--- src/rtl/ppm_fb_ctrl_pkg.sv ---
// Shared definitions for the PPM frame-buffer controller: sink op codes,
// CPU address map, region decode and FSM state encoding.
package ppm_fb_ctrl_pkg;

  localparam logic [31:0] OP_NONE  = 32'd0;
  localparam logic [31:0] OP_PIXEL = 32'd1;
  localparam logic [31:0] OP_NAME  = 32'd2;

  localparam logic [31:0] ADDR_CTRL       = 32'h0002_0000;
  localparam logic [31:0] ADDR_FILL_COLOR = 32'h0002_0004;
  localparam logic [31:0] ADDR_FILL_P0    = 32'h0002_0008;
  localparam logic [31:0] ADDR_FILL_P1    = 32'h0002_000C;

  typedef enum logic [1:0] {
    ST_IDLE,
    ST_FILL,
    ST_DRAIN,
    ST_DUMP
  } state_e;

  typedef enum logic [2:0] {
    RG_PIXEL,
    RG_NAME,
    RG_CTRL,
    RG_COLOR,
    RG_P0,
    RG_P1,
    RG_NONE
  } region_e;

  function automatic region_e decode_addr(input logic [31:0] addr);
    region_e rg;
    rg = RG_NONE;
    if (addr[31:16] == 16'h0000)       rg = RG_PIXEL;
    else if (addr[31:8] == 24'h000100) rg = RG_NAME;
    else if (addr == ADDR_CTRL)        rg = RG_CTRL;
    else if (addr == ADDR_FILL_COLOR)  rg = RG_COLOR;
    else if (addr == ADDR_FILL_P0)     rg = RG_P0;
    else if (addr == ADDR_FILL_P1)     rg = RG_P1;
    return rg;
  endfunction

endpackage

--- src/rtl/ppm_fill_walker.sv ---
// Rectangle walker for FILL: clamps the corners at start, then steps x
// (inner) and y (outer) in raster order, exposing the pixel index.
module ppm_fill_walker #(
  parameter int FRAME_WIDTH  = 100,
  parameter int FRAME_HEIGHT = 100
) (
  input  logic        clock,
  input  logic        reset,
  input  logic        start,
  input  logic        advance,
  input  logic [31:0] p0,
  input  logic [31:0] p1,
  output logic [31:0] index,
  output logic        last,
  output logic        empty
);

  localparam logic [15:0] X_MAX = 16'(FRAME_WIDTH - 1);
  localparam logic [15:0] Y_MAX = 16'(FRAME_HEIGHT - 1);

  function automatic logic [15:0] clamp(input logic [15:0] v, input logic [15:0] lim);
    return (v > lim) ? lim : v;
  endfunction

  logic [15:0] cx0, cy0, cx1, cy1;
  logic [15:0] x, y, x_lo, x_hi, y_hi;

  assign cx0 = clamp(p0[15:0],  X_MAX);
  assign cy0 = clamp(p0[31:16], Y_MAX);
  assign cx1 = clamp(p1[15:0],  X_MAX);
  assign cy1 = clamp(p1[31:16], Y_MAX);

  // NOTE: sequential state uses <= so every register sees pre-edge values.
  always_ff @(posedge clock) begin
    if (reset) begin
      x     <= '0;
      y     <= '0;
      x_lo  <= '0;
      x_hi  <= '0;
      y_hi  <= '0;
      empty <= 1'b1;
    end else if (start) begin
      x     <= cx0;
      y     <= cy0;
      x_lo  <= cx0;
      x_hi  <= cx1;
      y_hi  <= cy1;
      empty <= (cx0 > cx1) || (cy0 > cy1);
    end else if (advance) begin
      if (x == x_hi) begin
        x <= x_lo;
        y <= y + 16'd1;
      end else begin
        x <= x + 16'd1;
      end
    end
  end

  assign last  = (x == x_hi) && (y == y_hi);
  assign index = 32'(y) * 32'(FRAME_WIDTH) + 32'(x);

endmodule

--- src/rtl/ppm_fb_ctrl.sv ---
// PPM frame-buffer controller: turns CPU stores into pixel/filename sink
// commands, runs rectangle fills and issues a frame dump strobe.
module ppm_fb_ctrl
  import ppm_fb_ctrl_pkg::*;
#(
  parameter int FRAME_WIDTH  = 100,
  parameter int FRAME_HEIGHT = 100
) (
  input  logic        clock,
  input  logic        reset,
  input  logic        req_valid,
  output logic        req_ready,
  input  logic [31:0] req_addr,
  input  logic [31:0] req_wdata,
  output logic        out_valid,
  input  logic        out_ready,
  output logic [31:0] out_address,
  output logic [31:0] out_data,
  output logic [31:0] out_operation,
  output logic        dump,
  output logic        busy
);

  localparam logic [31:0] NUM_PIXELS = 32'(FRAME_WIDTH * FRAME_HEIGHT);

  state_e      state, state_next;
  logic [23:0] fill_color;
  logic [31:0] fill_p0, fill_p1;
  logic        dump_pending;

  logic        slot_free;
  logic        load_cmd;
  logic [31:0] cmd_addr, cmd_data, cmd_op;
  logic        walk_start, walk_advance, walk_last, walk_empty;
  logic [31:0] walk_index;
  logic        wr_color, wr_p0, wr_p1, set_pending, clr_pending;
  logic [31:0] pix_index;

  ppm_fill_walker #(
    .FRAME_WIDTH (FRAME_WIDTH),
    .FRAME_HEIGHT(FRAME_HEIGHT)
  ) u_walker (
    .clock  (clock),
    .reset  (reset),
    .start  (walk_start),
    .advance(walk_advance),
    .p0     (fill_p0),
    .p1     (fill_p1),
    .index  (walk_index),
    .last   (walk_last),
    .empty  (walk_empty)
  );

  assign slot_free = !out_valid || out_ready;
  assign pix_index = {2'b00, req_addr[31:2]};

  always_ff @(posedge clock) begin
    if (reset) state <= ST_IDLE;
    else       state <= state_next;
  end

  // NOTE: every signal gets a default first so no path infers a latch.
  always_comb begin
    state_next   = state;
    req_ready    = 1'b0;
    load_cmd     = 1'b0;
    cmd_addr     = '0;
    cmd_data     = '0;
    cmd_op       = OP_NONE;
    walk_start   = 1'b0;
    walk_advance = 1'b0;
    wr_color     = 1'b0;
    wr_p0        = 1'b0;
    wr_p1        = 1'b0;
    set_pending  = 1'b0;
    clr_pending  = 1'b0;
    unique case (state)
      ST_IDLE: begin
        req_ready = slot_free;
        if (req_valid && slot_free) begin
          unique case (decode_addr(req_addr))
            RG_PIXEL: if (pix_index < NUM_PIXELS) begin
              load_cmd = 1'b1;
              cmd_addr = pix_index;
              cmd_data = req_wdata;
              cmd_op   = OP_PIXEL;
            end
            RG_NAME: begin
              load_cmd = 1'b1;
              cmd_addr = {24'b0, req_addr[7:0]};
              cmd_data = {24'b0, req_wdata[7:0]};
              cmd_op   = OP_NAME;
            end
            RG_CTRL: begin
              if (req_wdata[1]) begin
                walk_start  = 1'b1;
                set_pending = 1'b1;
                state_next  = ST_FILL;
              end else if (req_wdata[0]) begin
                state_next = ST_DRAIN;
              end
            end
            RG_COLOR: wr_color = 1'b1;
            RG_P0:    wr_p0    = 1'b1;
            RG_P1:    wr_p1    = 1'b1;
            default: ;
          endcase
        end
      end
      ST_FILL: begin
        if (walk_empty) begin
          state_next = dump_pending ? ST_DRAIN : ST_IDLE;
        end else if (slot_free) begin
          load_cmd     = 1'b1;
          cmd_addr     = walk_index;
          cmd_data     = {8'b0, fill_color};
          cmd_op       = OP_PIXEL;
          walk_advance = 1'b1;
          if (walk_last) state_next = dump_pending ? ST_DRAIN : ST_IDLE;
        end
      end
      ST_DRAIN: begin
        if (slot_free) begin
          clr_pending = 1'b1;
          state_next  = ST_DUMP;
        end
      end
      ST_DUMP: state_next = ST_IDLE;
      default: state_next = ST_IDLE;
    endcase
  end

  always_ff @(posedge clock) begin
    if (reset) begin
      out_valid     <= 1'b0;
      out_address   <= '0;
      out_data      <= '0;
      out_operation <= OP_NONE;
    end else if (load_cmd) begin
      out_valid     <= 1'b1;
      out_address   <= cmd_addr;
      out_data      <= cmd_data;
      out_operation <= cmd_op;
    end else if (out_ready) begin
      out_valid     <= 1'b0;
      out_operation <= OP_NONE;
    end
  end

  always_ff @(posedge clock) begin
    if (reset) begin
      fill_color   <= '0;
      fill_p0      <= '0;
      fill_p1      <= '0;
      dump_pending <= 1'b0;
    end else begin
      if (wr_color) fill_color <= req_wdata[23:0];
      if (wr_p0)    fill_p0    <= req_wdata;
      if (wr_p1)    fill_p1    <= req_wdata;
      if (set_pending)      dump_pending <= req_wdata[0];
      else if (clr_pending) dump_pending <= 1'b0;
    end
  end

  assign dump = (state == ST_DUMP);
  assign busy = (state != ST_IDLE);

endmodule
--- config.mk ---
export PLATFORM = sky130hd
export DESIGN_NAME = ppm_fb_ctrl
export DESIGN_NICKNAME = d
export VERILOG_FILES = /design/src/rtl/ppm_fb_ctrl_pkg.sv /design/src/rtl/ppm_fill_walker.sv /design/src/rtl/ppm_fb_ctrl.sv
export SDC_FILE = /design/constraint.sdc
export NUM_CORES = 1
export LEC_CHECK = 0
export ABC_AREA = 0
export BUFFER_PORTS_ARGS = -buffer_cell sky130_fd_sc_hd__buf_4
export CAP_MARGIN = 20
export CORE_MARGIN = 3
export CORE_UTILIZATION = 64
export DETAILED_ROUTE_END_ITERATION = 12
export PLACE_DENSITY = 0.87
export SLEW_MARGIN = 15
export SYNTH_ARGS = -nofsm -noshare
export SYNTH_HDL_FRONTEND = slang
export SYNTH_HIERARCHICAL = 1
export SYNTH_SLANG_ARGS = --single-unit
--- constraint.sdc ---
create_clock -name clock -period 6.6 [get_ports clock]
set_input_delay 0.33 -clock clock [delete_from_list [all_inputs] [get_ports clock]]
set_output_delay 0.33 -clock clock [all_outputs]
set_load 0.05 [all_outputs]
==> impl_metrics.ini, run 1 <==
[setup_path]
worstSetupStartpointType = flop
path_class = reg -> reg
crit_path_max_fanout = 7
rrSetupSlack_ns = 2.01
rr_worst_depth = 19
crit_path_end_kind = flop
regToRegStartpoint = u_walker/y[5]
cp.arrival_ns = 5.01
worstReg2RegEnd = out_address[22]
worstPathRequired_ns = 7.02

[floorplan]
row_count = 52
die_x_um = 151
die_area_um2 = 22800
die_y_um = 151
core_region_area_um2 = 20400
start_util_pct = 65.8
ioPinCount = 168

[synthesis]
synth_area_leader_cell = dfxtp_1
yosysSeqAreaShare_pct = 35.6
synth-xor-area-share_pct = 4.81
synth_area_um2 = 13400
synth_top_area_share_pct = 35.6
synth_edf_count = 0
ys_seq_elements = 239
yosys_warnings = 6
synth_top_family_by_area = simple AND/OR/NAND/NOR gates
synthAdderAreaFrac_pct = 11.1
synth-simple-area-share_pct = 18.4
synth_top_flop_cell = dfxtp_1
yosys-top-cells-area = dfxtp_1 36%, ha_1 9.3%, mux2i_1 5.1%
synth-compound-area-share_pct = 17.9
synth_cell_type_count = 79
netlist_instances = 1511
avgSynthCellArea_um2 = 8.89
synth_mux_area_share_pct = 5.14
async_flop_share_pct = 0

[min_path]
hold_depth = 2
hp-class = in -> reg
hold_path_end = out_data[26]
hold_start = req_wdata[26]

[global_routing]
grt_max_degree = 74
grt.overflow.total = 0
antenna_found_initial = 0
first_global_vias = 11294
grt.total_usage_pct = 28.8
grt_pass1_wl_mm = 54.3

[placement]
io_buffers = 137
dpl.cell_count = 1883
gp_congestion = 0.868
hpwlAfterDp_mm = 24.0

[routing]
drc = 0
viasPerCell = 6.05
drt_iter0_markers = 876
postRouteAntennaNets = 0
firstDrtPassIters = 8
routed_wirelength_mm = 33.9
wl_per_cell_um = 17.6
num_vias = 11658

[sta]
finalHoldViolations = 0
period_share_pct = 69.5
setup_viol = 0
slew_violations = 0
rsz0062_at_grt = no
fmax_mhz = 218
worstMarginPinSlew_ns = 0.992
period_needed_ns = 4.59
relSlewSlack_pct = 33.9
fin_setup_tns_ns = 0
final.setup_skew_ns = 0.0109

[finish]
layout_commonest_cell = dfxtp_1
drive_above_1_share_pct = 13.9
multiInputGateArea_um2 = 8040
final.fill_count = 1457
regArea_um2 = 4780
final_cells = 1927
diodes = 0
area_growth_pct = 14.5
final_cell_mix = 239 x dfxtp_1, 165 x nor2_1, 152 x buf_4, 100 x ha_1, 88 x a21oi_1
final_nets = 1820

[clock_network]
post_cts.repair.setup_buffers = 0
cts_made_buffers = 25
cts_root_buf = clkbuf_16
cts_tree = built
postCtsHoldBufs = 0
htreeDepth = 1
clk_pin_slew_ns = 0.06
cts_sinks = 239
clock_insertion_delay_worst_skew_ns = 0.53
clockBufferDepth = 3
cts_resized = 0

[power_and_ir_drop]
power_leakage_nw = 6.57
power.density_nw_per_um2 = 193
ir_worst_vdd_mv = 0.197

[run_status]
status = finished, final reports clean

[run]
drv_cap = 0
per-stage QoR:
stage / power [mW] / utilization (%) / setup WS, ns / hold slack, ns / instance area, um2
2_1_floorplan: 1.60 / - / 2.46 / 0.430 / 13700
3_3_place_gp: 1.65 / 71.3 / 2.26 / 0.442 / 14600
3_5_place_dp: 1.65 / 71.4 / 2.05 / 0.446 / 14600
4_1_cts: 2.97 / 75.3 / 2.03 / 0.0173 / 15400
5_1_grt: 3.06 / 75.3 / 1.61 / 0.0230 / 15400
6_report: 2.97 / 75.3 / 2.01 / 0.0311 / 15400
logic make-up after synthesis:
family | count (synthesis)
and+or+nand+nor | 475
adders and majority gates | 112
buffers and inverters | 192
DFF | 239
muxes | 69
xor gates and xnor gates | 73
other | 3
AOI/OAI and AO/OA | 348
cell type report:
cell class,count,share of cell area (%)
Clock inverter,9,0.456
Tap cell,270,2.20
Sequential cell,239,31.1
Multi-Input combinational cell,1151,52.3
Inverter,70,1.71
Clock buffer,35,4.64
Timing Repair Buffer,153,7.60
registers in the layout, indices dropped and copies added (netlist names), 24 cells and up:
signal       cells
fill_p0         32
fill_color      24
out_address     32
out_data        32
fill_p1         32
how the worst max path moves through the flow:
| stage | cells after the start | startpoint | slack [ns] | endpoint |
|---|---|---|---|---|
| after global routing | 19 | u_walker/y[5] | 1.61 | out_address[22] |
| after global placement | 19 | u_walker/y[5] | 2.26 | out_address[22] |
| after floorplan | 19 | u_walker/y[4] | 2.46 | out_address[22] |
| after detailed placement | 19 | u_walker/y[5] | 2.05 | out_address[22] |
| final | 19 | u_walker/y[5] | 2.01 | out_address[22] |
| after CTS | 19 | u_walker/y[5] | 2.03 | out_address[22] |
worst max-delay path, stage by stage (launching register included):
cell	delay, ns
dfxtp_1	0.47
ha_1	0.29
ha_1	0.28
inv_1	0.06
fa_1	0.51
inv_1	0.05
ha_1	0.35
a21o_2	0.22
a22o_1	0.28
o21ai_0	0.16
nand2b_1	0.07
a21oi_1	0.17
xnor2_1	0.10
ha_1	0.34
or2_2	0.13
a21oi_1	0.07
a31oi_1	0.36
nand4b_1	0.19
xor2_1	0.17
a22o_1	0.21
metal layers:
metal	vias up	GRT usage, %	share of wire, %
met5	-	0	0
met4	0	11.9	4.1
met3	97	4.10	5.5
met2	417	50.7	50
met1	5565	35.3	40
li1	5579	-	-
cells in the mapped netlist (4+ instances only):
master      n
a211oi_1   17
a21o_1     11
a21oi_1    88
a221o_1     9
a22o_1     34
a22oi_1    46
a31oi_1     8
and2_1     34
and3_1     10
and4_1      7
buf_1       4
buf_2      14
buf_4      45
clkbuf_1   55
dfxtp_1   239
fa_1       12
ha_1      100
inv_1      70
mux2i_1    69
nand2_1    82
nand2b_1   13
nand3_1    24
nand3b_1   32
nand4_1    22
nor2_1    166
nor2b_1     9
nor3_1     30
nor4_1     11
nor4_2      5
o211ai_1    6
o21a_1      7
o21ai_0    39
o21ai_1    20
o311ai_0   26
or2_2       7
or3_1       4
xnor2_1    51
xor2_1     21
report_power, final:
group,switching (mW),internal [mW]
Sequential,0.00121,1.44
Clock,0.580,0.758
Combinational,0.128,0.0561
Total,0.709,2.26
No activity file was read; power rests on OpenSTA's default activity.
==> run 2, diff against run 1 <==
--- a/config.mk
+++ b/config.mk
@@ -9,9 +9,9 @@
 export BUFFER_PORTS_ARGS = -buffer_cell sky130_fd_sc_hd__buf_4
 export CAP_MARGIN = 20
 export CORE_MARGIN = 3
-export CORE_UTILIZATION = 64
+export CORE_UTILIZATION = 59
 export DETAILED_ROUTE_END_ITERATION = 12
-export PLACE_DENSITY = 0.87
+export PLACE_DENSITY = 0.81
 export SLEW_MARGIN = 15
 export SYNTH_ARGS = -nofsm -noshare
 export SYNTH_HDL_FRONTEND = slang
==> constraint.sdc (replaced) <==
create_clock -name clock -period 4.5 [get_ports clock]
set_input_delay 0.225 -clock clock [delete_from_list [all_inputs] [get_ports clock]]
set_output_delay 0.225 -clock clock [all_outputs]
set_load 0.05 [all_outputs]
==> run 2 against run 1 <==
First-iteration DRC count up 13%. Clock skew up 0.0020 ns. Via count up 0.83%. Sequential share of layout area down 1.2 points. Clock power up 67%. Non-clock buffer count up 45. Worst setup slack worse by 1.8 ns. Total power up 57%.
==> impl_metrics.ini, run 2 (same netlist as run 1, synthesis figures left out) <==
[clock_network]
cts_tree = built
htreeDepth = 1
cts_made_buffers = 26
cts_sinks = 239
clock_insertion_delay_worst_skew_ns = 0.55
cts_root_buf = clkbuf_16
clockBufferDepth = 3
clk_pin_slew_ns = 0.06

[placement]
gp_congestion = 0.872
io_buffers = 137
hpwlAfterDp_mm = 24.0
place_ws_ns = 0.0373
placed_cell_area_um2 = 14600
dpl.cell_count = 1898

[setup_path]
cp.arrival_ns = 4.70
worstSetupStartpointType = flop
rrSetupSlack_ns = 0.23
crit_path_end_kind = flop
worstReg2RegEnd = out_address[20]
path_class = reg -> reg
regToRegStartpoint = u_walker/y[4]
rr_worst_depth = 19
worstPathRequired_ns = 4.93
crit_path_max_fanout = 5

[routing]
drc = 0
top_layer = met4
firstDrtPassIters = 6
viasPerCell = 5.92
wl_per_cell_um = 17.6
drt_iter0_markers = 989
routed_wirelength_mm = 35.0
num_vias = 11755
wl_met2_mm = 17.1
postRouteAntennaNets = 0
met3_length_mm = 2.12
drt-met1-wl_mm = 14.2

[sta]
period_needed_ns = 4.27
fin_setup_tns_ns = 0
rsz0062_at_grt = no
finalHoldViolations = 0
worst_slack_ns = 0.234
worstMarginPinSlew_ns = 0.994
slew_violations = 0
final.setup_skew_ns = 0.0130
relSlewSlack_pct = 33.7
fmax_mhz = 234
period_share_pct = 94.8
setup_viol = 0

[min_path]
hold_depth = 3
hold_path_end = out_address[12]
hp-class = in -> reg
hold_start = req_addr[14]

[finish]
area_growth_pct = 19.3
layout_commonest_cell = dfxtp_1
final_cell_mix = 236 x dfxtp_1, 165 x nor2_1, 158 x buf_4, 98 x ha_1, 86 x a21oi_1
final_cells = 1987
final_nets = 1866
fin_area_um2 = 16000
drive_above_1_share_pct = 14.8

[power_and_ir_drop]
power_leakage_nw = 6.83
power.density_nw_per_um2 = 291
ir_worst_vdd_mv = 0.342

[global_routing]
grt.overflow.total = 0
antenna_found_initial = 0
grt_max_degree = 111
grt_pass1_wl_mm = 56.4
grt.total_usage_pct = 27.4
first_global_vias = 11434

[floorplan]
die_y_um = 157
start_util_pct = 60.8
die_area_um2 = 24600
die_x_um = 157
row_count = 54
core_region_area_um2 = 22100
ioPinCount = 168

[run]
drv_cap = 0

[run_status]
status = finished, final reports clean
==> run 2: metrics by stage <==
stage / power (mW) / utilization (%) / hold slack, ns
CTS: 4.66 / 72.1 / 0.00906
finish: 4.66 / 72.5 / 0.0209
detailed placement: 2.42 / 66.3 / 0.448
global placement: 2.42 / 66.2 / 0.445
floorplan: 2.35 / - / 0.351
global route: 4.77 / 72.5 / 0.0314
==> run 2: layer usage <==
layer | up-vias | GRT usage, %
met5 | - | 0
met4 | 0 | 12.0
met3 | 102 | 4.10
met2 | 433 | 47.1
met1 | 5546 | 34.4
li1 | 5674 | -
==> run 2: layout make-up <==
type	instances	area [um2]
Tap cell	280	350
Clock inverter	13	169
Fill cell	1595	6070
Clock buffer	35	734
Inverter	70	263
Multi-Input combinational cell	1151	8100
Sequential cell	239	4790
Timing Repair Buffer	198	1620
Antenna cell	1	2.50
==> run 2: timing repair <==
action                                 4_1_cts  5_1_grt
hold buffers                                38        0
setup endpoints to repair                    0        8
gates resized for setup                      0       12
endpoints found under the hold margin       95        0
setup buffers                                0        1
==> run 2: critical path, cell delays in order (launching register included) <==
cell,delay [ns]
dfxtp_2,0.35
ha_1,0.30
ha_1,0.28
inv_1,0.05
fa_1,0.49
inv_1,0.04
ha_2,0.31
a21o_2,0.21
a22o_1,0.27
o21ai_0,0.19
nand2b_1,0.08
a21oi_1,0.18
xnor2_1,0.14
ha_1,0.29
or2_2,0.32
a21oi_4,0.18
a31oi_2,0.09
nand2_1,0.12
xnor2_1,0.07
a22o_1,0.21
==> run 2: power by group <==
part,internal [mW],switching (mW),total [mW]
clock network,1.33,0.909,2.24
registers,2.12,0.00156,2.12
logic,0.106,0.196,0.302
total,3.55,1.11,4.66
==> run 2: how the worst max path moves through the flow <==
| stage | start | to | depth (start not counted) |
|---|---|---|---|
| 6_report | u_walker/y[4] | out_address[20] | 19 |
| 5_1_grt | u_walker/y[4] | out_address[22] | 19 |
| 4_1_cts | u_walker/y[3] | out_address[19] | 17 |
| 3_5_place_dp | u_walker/y[3] | out_address[19] | 17 |
| 3_3_place_gp | u_walker/y[3] | out_address[19] | 17 |
| 2_1_floorplan | u_walker/y[4] | out_address[22] | 19 |
==> run 3, diff against run 2 <==
--- a/config.mk
+++ b/config.mk
@@ -11,6 +11,7 @@
 export CORE_MARGIN = 3
 export CORE_UTILIZATION = 59
 export DETAILED_ROUTE_END_ITERATION = 12
+export GPL_TIMING_DRIVEN = 0
 export PLACE_DENSITY = 0.81
 export SLEW_MARGIN = 15
 export SYNTH_ARGS = -nofsm -noshare
==> run 3 against run 2 <==
Via count up 3.7%. Total power grew 2.0%. Worst hold slack lost 0.0085 ns. Cell area grew 3.1%.
==> impl_metrics.ini, run 3 (same netlist as run 1, synthesis figures left out) <==
[placement]
io_buffers = 136
placed_cell_area_um2 = 15100
gp_congestion = 0.917
place_ws_ns = -0.166
hpwlAfterDp_mm = 27.4

[global_routing]
grt_use_met3_pct = 5.14
busiest_layer = met2
grt_max_degree = 16
first_global_vias = 11781
grt_pass1_wl_mm = 59.2
antenna_found_initial = 0
grt.total_usage_pct = 29.2
grt_use_met1_pct = 36.3
use_met2_pct = 50.8
grt.overflow.total = 0

[sta]
period_needed_ns = 4.40
final.setup_skew_ns = 0.0293
fmax_mhz = 227
relSlewSlack_pct = 38.8
rsz0062_at_grt = yes
setup_viol = 0
slew_violations = 0
timing.hold.ws_ns = 0.0124
finalHoldViolations = 0
worstMarginPinSlew_ns = 0.911
worst_slack_ns = 0.0975
period_share_pct = 97.8

[power_and_ir_drop]
ir_worst_vdd_mv = 0.335
power_leakage_nw = 7.09
power.density_nw_per_um2 = 288

[floorplan]
core_region_area_um2 = 22100
die_x_um = 157
die_y_um = 157
die_area_um2 = 24600
ioPinCount = 168
row_count = 54
start_util_pct = 60.8

[run_status]
status = finished, final reports clean

[min_path]
hold_depth = 4
hp-class = in -> reg

[routing]
num_vias = 12193
viasPerCell = 5.85
drt_iter0_markers = 1057
wl_per_cell_um = 17.9
routed_wirelength_mm = 37.4
firstDrtPassIters = 6
postRouteAntennaNets = 0
drc = 0

[setup_path]
cp.arrival_ns = 4.82
crit_path_end_kind = flop
cp_common_cell = ha_1
worstPathRequired_ns = 4.92
worstSetupStartpointType = flop
crit_path_max_fanout = 6
crit_slowest_cell = fa_1
cp_slowest_stage_delay_ns = 0.48
path_class = reg -> reg
rr_worst_depth = 17
crit_chain = ha_1, ha_1, ha_1, fa_1, a21o_1, a21oi_1, xnor2_1, ha_1, nand2_1, a211oi_1, o21ai_1, a32oi_1, nand2_2, a21oi_4, nand3_2, xor2_1, a22o_1

[clock_network]
clock_insertion_delay_worst_skew_ns = 0.55
clk_pin_slew_ns = 0.06
cts_sinks = 239
cts_root_buf = clkbuf_16
cts_made_buffers = 26
clockBufferDepth = 3
cts_tree = built
htreeDepth = 1

[finish]
final_cell_mix = 232 x dfxtp_1, 186 x buf_4, 166 x nor2_1, 97 x ha_1, 85 x a21oi_1
drive_above_1_share_pct = 16.4
final.fill_count = 1629
layout_commonest_cell = dfxtp_1
diodes = 0
area_growth_pct = 22.9
final_nets = 1969
fin_area_um2 = 16500
final_util_pct = 74.8

[run]
drv_cap = 0
[run 3: cell count changes in the layout (fill, tap and decap cells not counted), sizes merged]
| cell | change |
|---|---|
| clkbuf | +53 |
| buf | +47 |
| bufinv | +2 |
| clkinv | -2 |
| inv | -2 |
| clkdlybuf4s15 | +1 |
| clkdlybuf4s50 | +1 |
| clkinvlp | +1 |
| diode | -1 |
| dlygate4sd3 | -1 |
[run 3: stage by stage]
step / total power [mW] / TNS, ns / std cells
after floorplan: 2.35 / 0 / 1582
after global placement: 2.45 / -0.242 / 1998
after detailed placement: 2.46 / -0.810 / 2000
after CTS: 4.74 / 0 / 2082
after global routing: 4.87 / -0.137 / 2086
final: 4.75 / 0 / 2086
[run 3: where the power goes]
part / switching, mW / leakage [nW] / internal, mW
clock: 0.889 / 0.446 / 1.41
combinational: 0.208 / 4.71 / 0.128
sequential: 0.00202 / 1.93 / 2.11
[run 3: repair_timing]
action,in CTS,in global routing
gates resized for setup,11,16
hold buffers,37,0
setup buffers,0,4
pin swaps,0,7
setup endpoints to repair,8,8
endpoints found under the hold margin,95,0
[run 3: worst max-delay path: cells and delay by family, from the launching register on]
kind / cells / cell delay [ns]
xor gates and xnor gates: 2 / 0.32
AOI/OAI and AO/OA: 7 / 1.46
adders and majority gates: 5 / 1.80
and+or+nand+nor: 3 / 0.34
DFF: 1 / 0.38
[run 3: metal layers]
layer | vias up | part of all wire [%]
met5 | - | 0
met4 | 0 | 4.1
met3 | 105 | 6.7
met2 | 481 | 49
met1 | 5750 | 40
li1 | 5857 | -
[run 3: final timing paths]
check | from | to | slack (ns)
worst max register to register | u_walker/y[1] | out_address[21] | 0.1
worst min-delay path | req_addr[3] | state[1] | 0.01
worst max-delay path | u_walker/y[1] | out_address[21] | 0.1
worst min register to register | u_walker/x_lo[11] | u_walker/x_lo[11] | 0.47
[run 3: area by class of cell]
cell class                      count  area [um2]  share of cell area, %
Multi-Input combinational cell   1151        8070                   48.8
Sequential cell                   239        4800                   29.1
Clock buffer                       33         717                   4.34
Buffer                            122         674                   4.08
Inverter                           70         263                   1.59
Clock inverter                     12         201                   1.22
Tap cell                          280         350                   2.12
Timing Repair Buffer              179        1440                   8.72
